$ cat config.mk
export PLATFORM = sky130hd
export DESIGN_NAME = pipe_adder
export DESIGN_NICKNAME = d
export VERILOG_FILES = /design/src/rtl/pipe_adder_pkg.sv /design/src/rtl/pipe_adder_chunk_adder.sv /design/src/rtl/pipe_adder.sv
export SDC_FILE = /design/constraint.sdc
export NUM_CORES = 1
export LEC_CHECK = 0
export CAP_MARGIN = 20
export CORE_MARGIN = 3
export CORE_UTILIZATION = 25
export DETAILED_ROUTE_END_ITERATION = 8
export PLACE_DENSITY_LB_ADDON = 0.12
export SLEW_MARGIN = 20
export SYNTH_ARGS = -nofsm -noshare
export SYNTH_HDL_FRONTEND = slang
export SYNTH_SLANG_ARGS = --single-unit
$ cat constraint.sdc
create_clock -name clk -period 2.7 [get_ports clk]
set_input_delay 0.405 -clock clk [delete_from_list [all_inputs] [get_ports clk]]
set_output_delay 0.405 -clock clk [all_outputs]
set_load 0.05 [all_outputs]
$ cat src/rtl/pipe_adder_pkg.sv
// Shared constants and helpers for the chunked pipelined adder.
package pipe_adder_pkg;

  localparam int unsigned DEF_WIDTH  = 16;
  localparam int unsigned DEF_STAGES = 4;

  // Bits handled by one pipeline stage.
  function automatic int unsigned chunk_w(input int unsigned width, input int unsigned stages);
    return width / stages;
  endfunction

endpackage

$ cat src/rtl/pipe_adder_chunk_adder.sv
// C-bit combinational adder slice with carry in and carry out.
module chunk_adder #(
  parameter int unsigned C = 4
) (
  input  logic [C-1:0] i_a,
  input  logic [C-1:0] i_b,
  input  logic         i_cin,
  output logic [C-1:0] o_sum_c,
  output logic         o_cout_c
);

  logic [C:0] w_full;

  assign w_full             = {1'b0, i_a} + {1'b0, i_b} + (C+1)'(i_cin);
  assign {o_cout_c, o_sum_c} = w_full;

endmodule

$ cat src/rtl/pipe_adder.sv
// Carry-chunked pipelined adder with a global stall; optional saturation of
// the sum on overflow when PIPE_ADDER_SAT_EN is defined.
module pipe_adder
  import pipe_adder_pkg::*;
#(
  parameter int unsigned WIDTH  = DEF_WIDTH,
  parameter int unsigned STAGES = DEF_STAGES
) (
  input  logic             clk,
  input  logic             rst,
  input  logic             in_valid,
  output logic             in_ready,
  input  logic [WIDTH-1:0] a,
  input  logic [WIDTH-1:0] b,
  input  logic             cin,
  output logic             out_valid,
  input  logic             out_ready,
  output logic [WIDTH-1:0] sum,
  output logic             cout
);

  localparam int unsigned C = chunk_w(WIDTH, STAGES);

  logic w_en;

  assign w_en     = !out_valid | out_ready;
  assign in_ready = w_en;

  // Stage k consumes the lowest remaining operand chunk, forwards the rest,
  // and appends its sum chunk above the chunks already completed.
  for (genvar k = 0; k < STAGES; k++) begin : g_stage
    localparam int unsigned IW = WIDTH - k * C;
    localparam int unsigned SW = (k + 1) * C;

    logic [IW-1:0] w_pa;
    logic [IW-1:0] w_pb;
    logic          w_pc;
    logic          w_pv;
    logic [C-1:0]  w_cs;
    logic          w_cc;
    logic [SW-1:0] w_raw;
    logic [SW-1:0] w_ns;
    logic [SW-1:0] r_s;
    logic          r_c;
    logic          r_v;

    if (k == 0) begin : g_first
      assign w_pa  = a;
      assign w_pb  = b;
      assign w_pc  = cin;
      assign w_pv  = in_valid;
      assign w_raw = w_cs;
    end else begin : g_next
      assign w_pa  = g_stage[k-1].g_ops.r_a;
      assign w_pb  = g_stage[k-1].g_ops.r_b;
      assign w_pc  = g_stage[k-1].r_c;
      assign w_pv  = g_stage[k-1].r_v;
      assign w_raw = {w_cs, g_stage[k-1].r_s};
    end

    chunk_adder #(.C(C)) u_chunk (
      .i_a      (w_pa[C-1:0]),
      .i_b      (w_pb[C-1:0]),
      .i_cin    (w_pc),
      .o_sum_c  (w_cs),
      .o_cout_c (w_cc)
    );

`ifdef PIPE_ADDER_SAT_EN
    if (k == STAGES - 1) begin : g_sat
      assign w_ns = w_cc ? '1 : w_raw;
    end else begin : g_nosat
      assign w_ns = w_raw;
    end
`else
    assign w_ns = w_raw;
`endif

    always_ff @(posedge clk or posedge rst) begin
      if (rst) begin
        r_s <= '0;
        r_c <= 1'b0;
        r_v <= 1'b0;
      end else if (w_en) begin
        r_s <= w_ns;
        r_c <= w_cc;
        r_v <= w_pv;
      end
    end

    // Upper operand chunks travel alongside the carry until their stage.
    if (IW > C) begin : g_ops
      logic [IW-C-1:0] r_a;
      logic [IW-C-1:0] r_b;

      always_ff @(posedge clk or posedge rst) begin
        if (rst) begin
          r_a <= '0;
          r_b <= '0;
        end else if (w_en) begin
          r_a <= w_pa[IW-1:C];
          r_b <= w_pb[IW-1:C];
        end
      end
    end
  end

  assign sum       = g_stage[STAGES-1].r_s;
  assign cout      = g_stage[STAGES-1].r_c;
  assign out_valid = g_stage[STAGES-1].r_v;

endmodule
==> results.md, run 1 <==
- Clock power share: 0.199
- Number of global-route vias before repair: 2822
- Post-route cell area: 5140 um^2
- CP Capture Type: output pin
- Yosys warns: 0
- Pwr dens: 1170 nW/um^2
- Buffers on Ports: 55
- Reg2reg end: g_stage[2].r_c
- Placement Cell Area: 4860 um^2
- Sw Ratio: 0.394
- Setup ws final: 0.768 ns
- Fillcell total: 1720
- Post-synthesis register bit count: 96
- CTS max path bufs: 2
- Pin count of the biggest net entering global routing: 97
- Final hold vios: 0
- WP data arrival: 1.53 ns
- Final antenna-violating net count: 0
- Setup-failing EPs final: 0
- I/O pin count: 56
- Fin Hold WS: 0.463 ns
- Max Cap Viol: 0
- Reg clk slew, reported paths: 0.06 ns
- Global-route usage over all layers: 0.101
- FP Rows: 46
- CP bufs+invs: 1
- Sequential power share: 0.401
- Share of layout cells above drive strength 1: 0.0465
- Global-route wire length before repair: 14400 um
- Clk sink count: 96
- Syn Area/Cell: 9.35 um^2
- Crit Path Class: flop to output pin
- Crit Path Max Fanout: 2
- Hold EP: sum[11]
- First-pass iteration count of the detailed router: 4
- Die width: 134 um
- Worst vdd ir: 0.512 mV
- Post-synthesis cell type count: 23
- Hold buffer count at CTS: 0
- R2R cell count: 6
- Highest-count cells in the layout ignoring fill and taps: 227 x nand2_1, 96 x dfrtp_1, 54 x clkdlybuf4s50_1
- Combinational power share: 0.400
- Worst reg2reg path startpoint: g_stage[1].r_c
- Root Buffer: clkbuf_16
- DR vias/cell: 4.01
- Hold path startpoint: sum[11]
- Setup slack at placement: 0.404 ns
- Slew Limit Headroom: 0.625
- Final HPWL DP: 5540 um
- CP top delay family: buffers and inverters
- Critical path origin: out_valid
- Cell internal pwr: 0.00363 W
- Net Sw Power: 0.00236 W
- Sequential share of the synthesized area: 0.583
- Startpoint types: flop
- Max stage delay on crit path: 0.81 ns
- Via count: 2853
- Placeable Area: 16000 um^2
- Setup Skew: 0.00449 ns
- Total Power: 0.00599 W
- RSZ-0062 raised after global routing: no
- N_diodes: 0
- Syn-to-layout area delta: 24.6%
- Setup bufs post-CTS: 0
- Worst endpoint required time: 2.30 ns
- Final worst path period share: 0.716
- Min cycle time layout: 1.93 ns
- Pleak: 2.54 nW
- # DRC: 0
- Hold Path Class: flop to flop
- Total Wirelength: 8570 um
- Net count after synthesis: 498
- # nets final: 548
- 1st-iter DRT viols: 193
- Setup TNS: 0 ns
- FMAX: 518 MHz
- Clock latency at the later pin of the worst-skew pair: 0.34 ns
- Slowest cell on crit path: clkdlybuf4s50_1
- CTS Buf Count: 9
- Routed len/inst: 12.1 um
- TritonCTS clock tree: yes
- Mapped cell area: 4120 um^2
- Initial Util: 0.258
- Pins Over Slew Limit: 0
- Commonest non-fill, non-tap cell in the layout: nand2_1
- # H-tree levels: 3
- Result of the run: completed
- Die area: 18100 um^2
- Worst hold path cell count: 2
- Initial antenna violation count: 0
- Post-cts sizing count: 0
- Die span in y: 134 um
- Gpl congestion: 0.759
- Crit-path cells: clkdlybuf4s50_1
- Reg2Reg Setup Slack: 0.93 ns
- GR Overflow Total: 0
- Cells after synthesis: 441
- Worst-Margin Slew: 0.563 ns
## metrics by stage
| step | cells | utilization |
|---|---|---|
| after floorplan | 441 | - |
| after global placement | 696 | 0.304 |
| after detailed placement | 696 | 0.304 |
| after CTS | 711 | 0.321 |
| after global routing | 711 | 0.321 |
| final | 711 | 0.321 |
## power by group through the flow
stage | clock [W] | sequential (W) | combinational, W
3_3_place_gp | 0 | 0.00243 | 0.00239
3_5_place_dp | 0 | 0.00244 | 0.00245
5_1_grt | 0.00132 | 0.00249 | 0.00274
2_1_floorplan | 0 | 0.00281 | 0.00133
6_report | 0.00119 | 0.00240 | 0.00240
4_1_cts | 0.00124 | 0.00242 | 0.00246
## flip-flops by register name (all words and copies together) (netlist names)
| signal | count |
|---|---|
| g_stage.r_c | 3 |
| g_stage.g_ops.r_b | 24 |
| sum | 16 |
| out_valid | 1 |
| cout | 1 |
| g_stage.r_s | 24 |
| g_stage.r_v | 3 |
| g_stage.g_ops.r_a | 24 |
## layout make-up
cell class	instances	area [um^2]	area share
flip-flops and latches	96	2400	0.468
multi-input cells	310	1520	0.296
repair buffers	60	611	0.119
well taps	216	270	0.0526
clock buffers	12	256	0.0499
inverters	14	58.8	0.0114
clock inverters	3	17.5	0.00341
## worst register-to-register path, stage by stage (launching register included)
cell	delay (ns)
dfrtp_1	0.32
inv_1	0.08
fa_1	0.53
fa_1	0.46
nor2b_1	0.12
o21ai_0	0.08
a21oi_1	0.12
## how the worst max path moves through the flow
stage,depth (start not counted),slack (ns),to
after floorplan,5,0.96,g_stage[0].r_c
after global placement,6,0.45,g_stage[0].r_c
after detailed placement,6,0.40,g_stage[0].r_c
final,1,0.77,out_valid
after global routing,6,0.68,g_stage[0].r_c
after CTS,1,0.75,sum[14]
## cells by family (layout without fill, tap and decap cells)
family / count (synthesis) / in the layout / share of synthesized area
buffers and inverters: 35 / 89 / 0.0498
XOR/XNOR: 6 / 6 / 0.0127
AND/OR/NAND/NOR: 246 / 246 / 0.229
adder cells (fa/ha/maj): 20 / 20 / 0.0753
flip-flops: 96 / 96 / 0.583
AO/OA/AOI/OAI: 38 / 38 / 0.0510
## cells in the mapped netlist
library cell    n  area [um^2]
nand2_1       227          852
dfrtp_1        96         2400
o21ai_0        15         75.1
a21oi_1        13         65.1
inv_1          13         48.8
buf_2          12         60.1
ha_1           12          150
nor2_1         12         45.0
fa_1            8          160
buf_6           6         67.6
xor2_1          5         43.8
a21o_1          4         30.0
nor2b_1         4         25.0
buf_4           3         22.5
o21a_1          2         15.0
o21ai_1         2         10.0
a22oi_1         1         7.51
inv_4           1         6.26
nand2b_1        1         6.26
nor2b_2         1         8.76
nor3_1          1         5.00
o31ai_1         1         7.51
xnor2_1         1         8.76
## metal layers
metal  vias up  wire length (um)  track usage  part of all wire
li1       1465                 -            -                 -
met1      1328              4350        0.147              0.51
met2        48              3680        0.142              0.43
met3        12               362       0.0233             0.042
met4         0               184       0.0458             0.021
met5         -                 0            0                 0
Power figures use the tool's default switching activity.
==> inputs of run 2 (changes only) <==
clock period = 2 ns   (was 2.7 ns; I/O delays follow)
==> run 2 against run 1 <==
Net effect:
- combinational power rose by 35%
- flip-flop and latch count did not move
- core utilization rose by 0.74 points
- register-to-register slack got worse by 0.64 ns
- critical path depth did not move
- count of clock-buffer cells in the layout fell by 2
- die area did not move
- sequential share of layout area fell by 1.0 points
- via count rose by 0.84%
- clock skew rose by 0.0018 ns
- critical path type unchanged
- cell area rose by 2.3%
- global-route usage rose by 0.24 points
==> results.md, run 2 (same netlist as run 1, synthesis figures left out) <==
- Result of the run: completed
- Slew Limit Headroom: 0.663
- CTS max path bufs: 2
- FP Rows: 46
- DR vias/cell: 4.02
- Crit Path Class: flop to output pin
- Final hold vios: 0
- Root Buffer: clkbuf_16
- R2R cell count: 5
- Die span in y: 134 um
- Fillcell total: 1737
- Pin count of the biggest net entering global routing: 87
- FMAX: 552 MHz
- Die area: 18100 um^2
- Worst vdd ir: 0.463 mV
- Worst-Margin Slew: 0.504 ns
- Initial Util: 0.258
- Placeable Area: 16000 um^2
- Via count: 2877
- Total Wirelength: 8410 um
- Buffers on Ports: 55
- Setup-failing EPs final: 0
- Number of global-route vias before repair: 3044
- Top Registers: g_stage.g_ops.r_a: 24 flops, g_stage.g_ops.r_b: 24 flops, g_stage.r_s: 24 flops
- Share of layout cells above drive strength 1: 0.0560
- Setup bufs post-CTS: 0
- Startpoint types: flop
- Global-route wire length before repair: 14800 um
- Max stage delay on crit path: 0.81 ns
- Setup Skew: 0.00630 ns
- 1st-iter DRT viols: 200
- Crit-path cells: clkdlybuf4s50_1
- Clk sink count: 96
- Fin cells: 716
- Post-cts sizing count: 0
- Pwr dens: 1600 nW/um^2
- Final HPWL DP: 5690 um
- CTS Buf Count: 9
- Hold buffer count at CTS: 0
- Placed Cells incl. Taps: 700
- Critical path origin: out_valid
- Slowest cell on crit path: clkdlybuf4s50_1
- # nets final: 552
- WP data arrival: 1.51 ns
- Die width: 134 um
- Pleak: 2.59 nW
- Syn-to-layout area delta: 27.4%
- N_diodes: 0
- Clock latency at the later pin of the worst-skew pair: 0.34 ns
- CP bufs+invs: 1
- Final antenna-violating net count: 0
- Final worst path period share: 0.905
- Reg2Reg Setup Slack: 0.29 ns
- Reg clk slew, reported paths: 0.07 ns
- Global-route usage over all layers: 0.103
- Routed len/inst: 11.8 um
- Setup ws final: 0.189 ns
- Worst reg2reg path startpoint: g_stage[1].r_c
- Highest-count cells in the layout ignoring fill and taps: 227 x nand2_1, 96 x dfrtp_1, 54 x clkdlybuf4s50_1
- Initial antenna violation count: 0
- Critical path depth in cells: 1
- Reg2reg end: g_stage[2].r_s[10]
- # DRC: 0
- CP Capture Type: output pin
- Setup TNS: 0 ns
- CP top delay family: buffers and inverters
- First-pass iteration count of the detailed router: 4
- Crit Path Max Fanout: 2
- Max Cap Viol: 0
- Pins Over Slew Limit: 0
- RSZ-0062 raised after global routing: no
- Setup slack at placement: -0.145 ns
- Commonest non-fill, non-tap cell in the layout: nand2_1
- Worst endpoint required time: 1.70 ns
- I/O pin count: 56
- GR Overflow Total: 0
- # H-tree levels: 3
- Gpl congestion: 0.737
- Min cycle time layout: 1.81 ns
- TritonCTS clock tree: yes
- Hold Path Class: input port to async pin
- CP endpoint: out_valid
-- run 2: per-stage QoR --
step                hold slack, ns  total power (W)   util  area, um^2
floorplan                    0.412          0.00559      -        4130
global placement             0.452          0.00654  0.307        4920
detailed placement           0.455          0.00660  0.307        4920
CTS                          0.237          0.00859  0.328        5250
global route                 0.258          0.00918  0.328        5250
finish                       0.241          0.00841  0.328        5250
-- run 2: layer usage --
| metal | global-route usage | share of wire | up-vias |
|---|---|---|---|
| met5 | 0 | 0 | - |
| met4 | 0.0492 | 0.022 | 0 |
| met3 | 0.0206 | 0.032 | 10 |
| met2 | 0.151 | 0.44 | 48 |
| met1 | 0.147 | 0.51 | 1346 |
| li1 | - | - | 1473 |
-- run 2: worst min-delay path by stage --
stage | from | end | slack (ns)
2_1_floorplan | a[14] | g_stage[0].g_ops.r_a[10] | 0.41
3_3_place_gp | g_stage[0].g_ops.r_a[10] | g_stage[0].g_ops.r_a[10] | 0.45
3_5_place_dp | sum[2] | sum[2] | 0.45
4_1_cts | rst | g_stage[1].g_ops.r_a[4] | 0.24
5_1_grt | rst | g_stage[1].g_ops.r_a[4] | 0.26
6_report | rst | g_stage[1].g_ops.r_a[4] | 0.24
-- run 2: where the power goes --
group	internal, W	total, W	leakage (nW)	switching (W)
Clock	0.00122	0.00195	0.162	0.000730
Combinational	0.00123	0.00323	1.27	0.00200
Sequential	0.00279	0.00323	1.16	0.000439
Total	0.00523	0.00841	2.59	0.00317
-- run 2: cell type report --
cell class | instances | area [um^2] | share of cell area
sequential | 96 | 2400 | 0.457
timing repair buffer | 64 | 666 | 0.127
tap | 216 | 270 | 0.0514
multi-input combinational | 310 | 1520 | 0.289
clock buffer | 10 | 229 | 0.0436
inverter | 14 | 58.8 | 0.0112
clock inverter | 6 | 108 | 0.0205
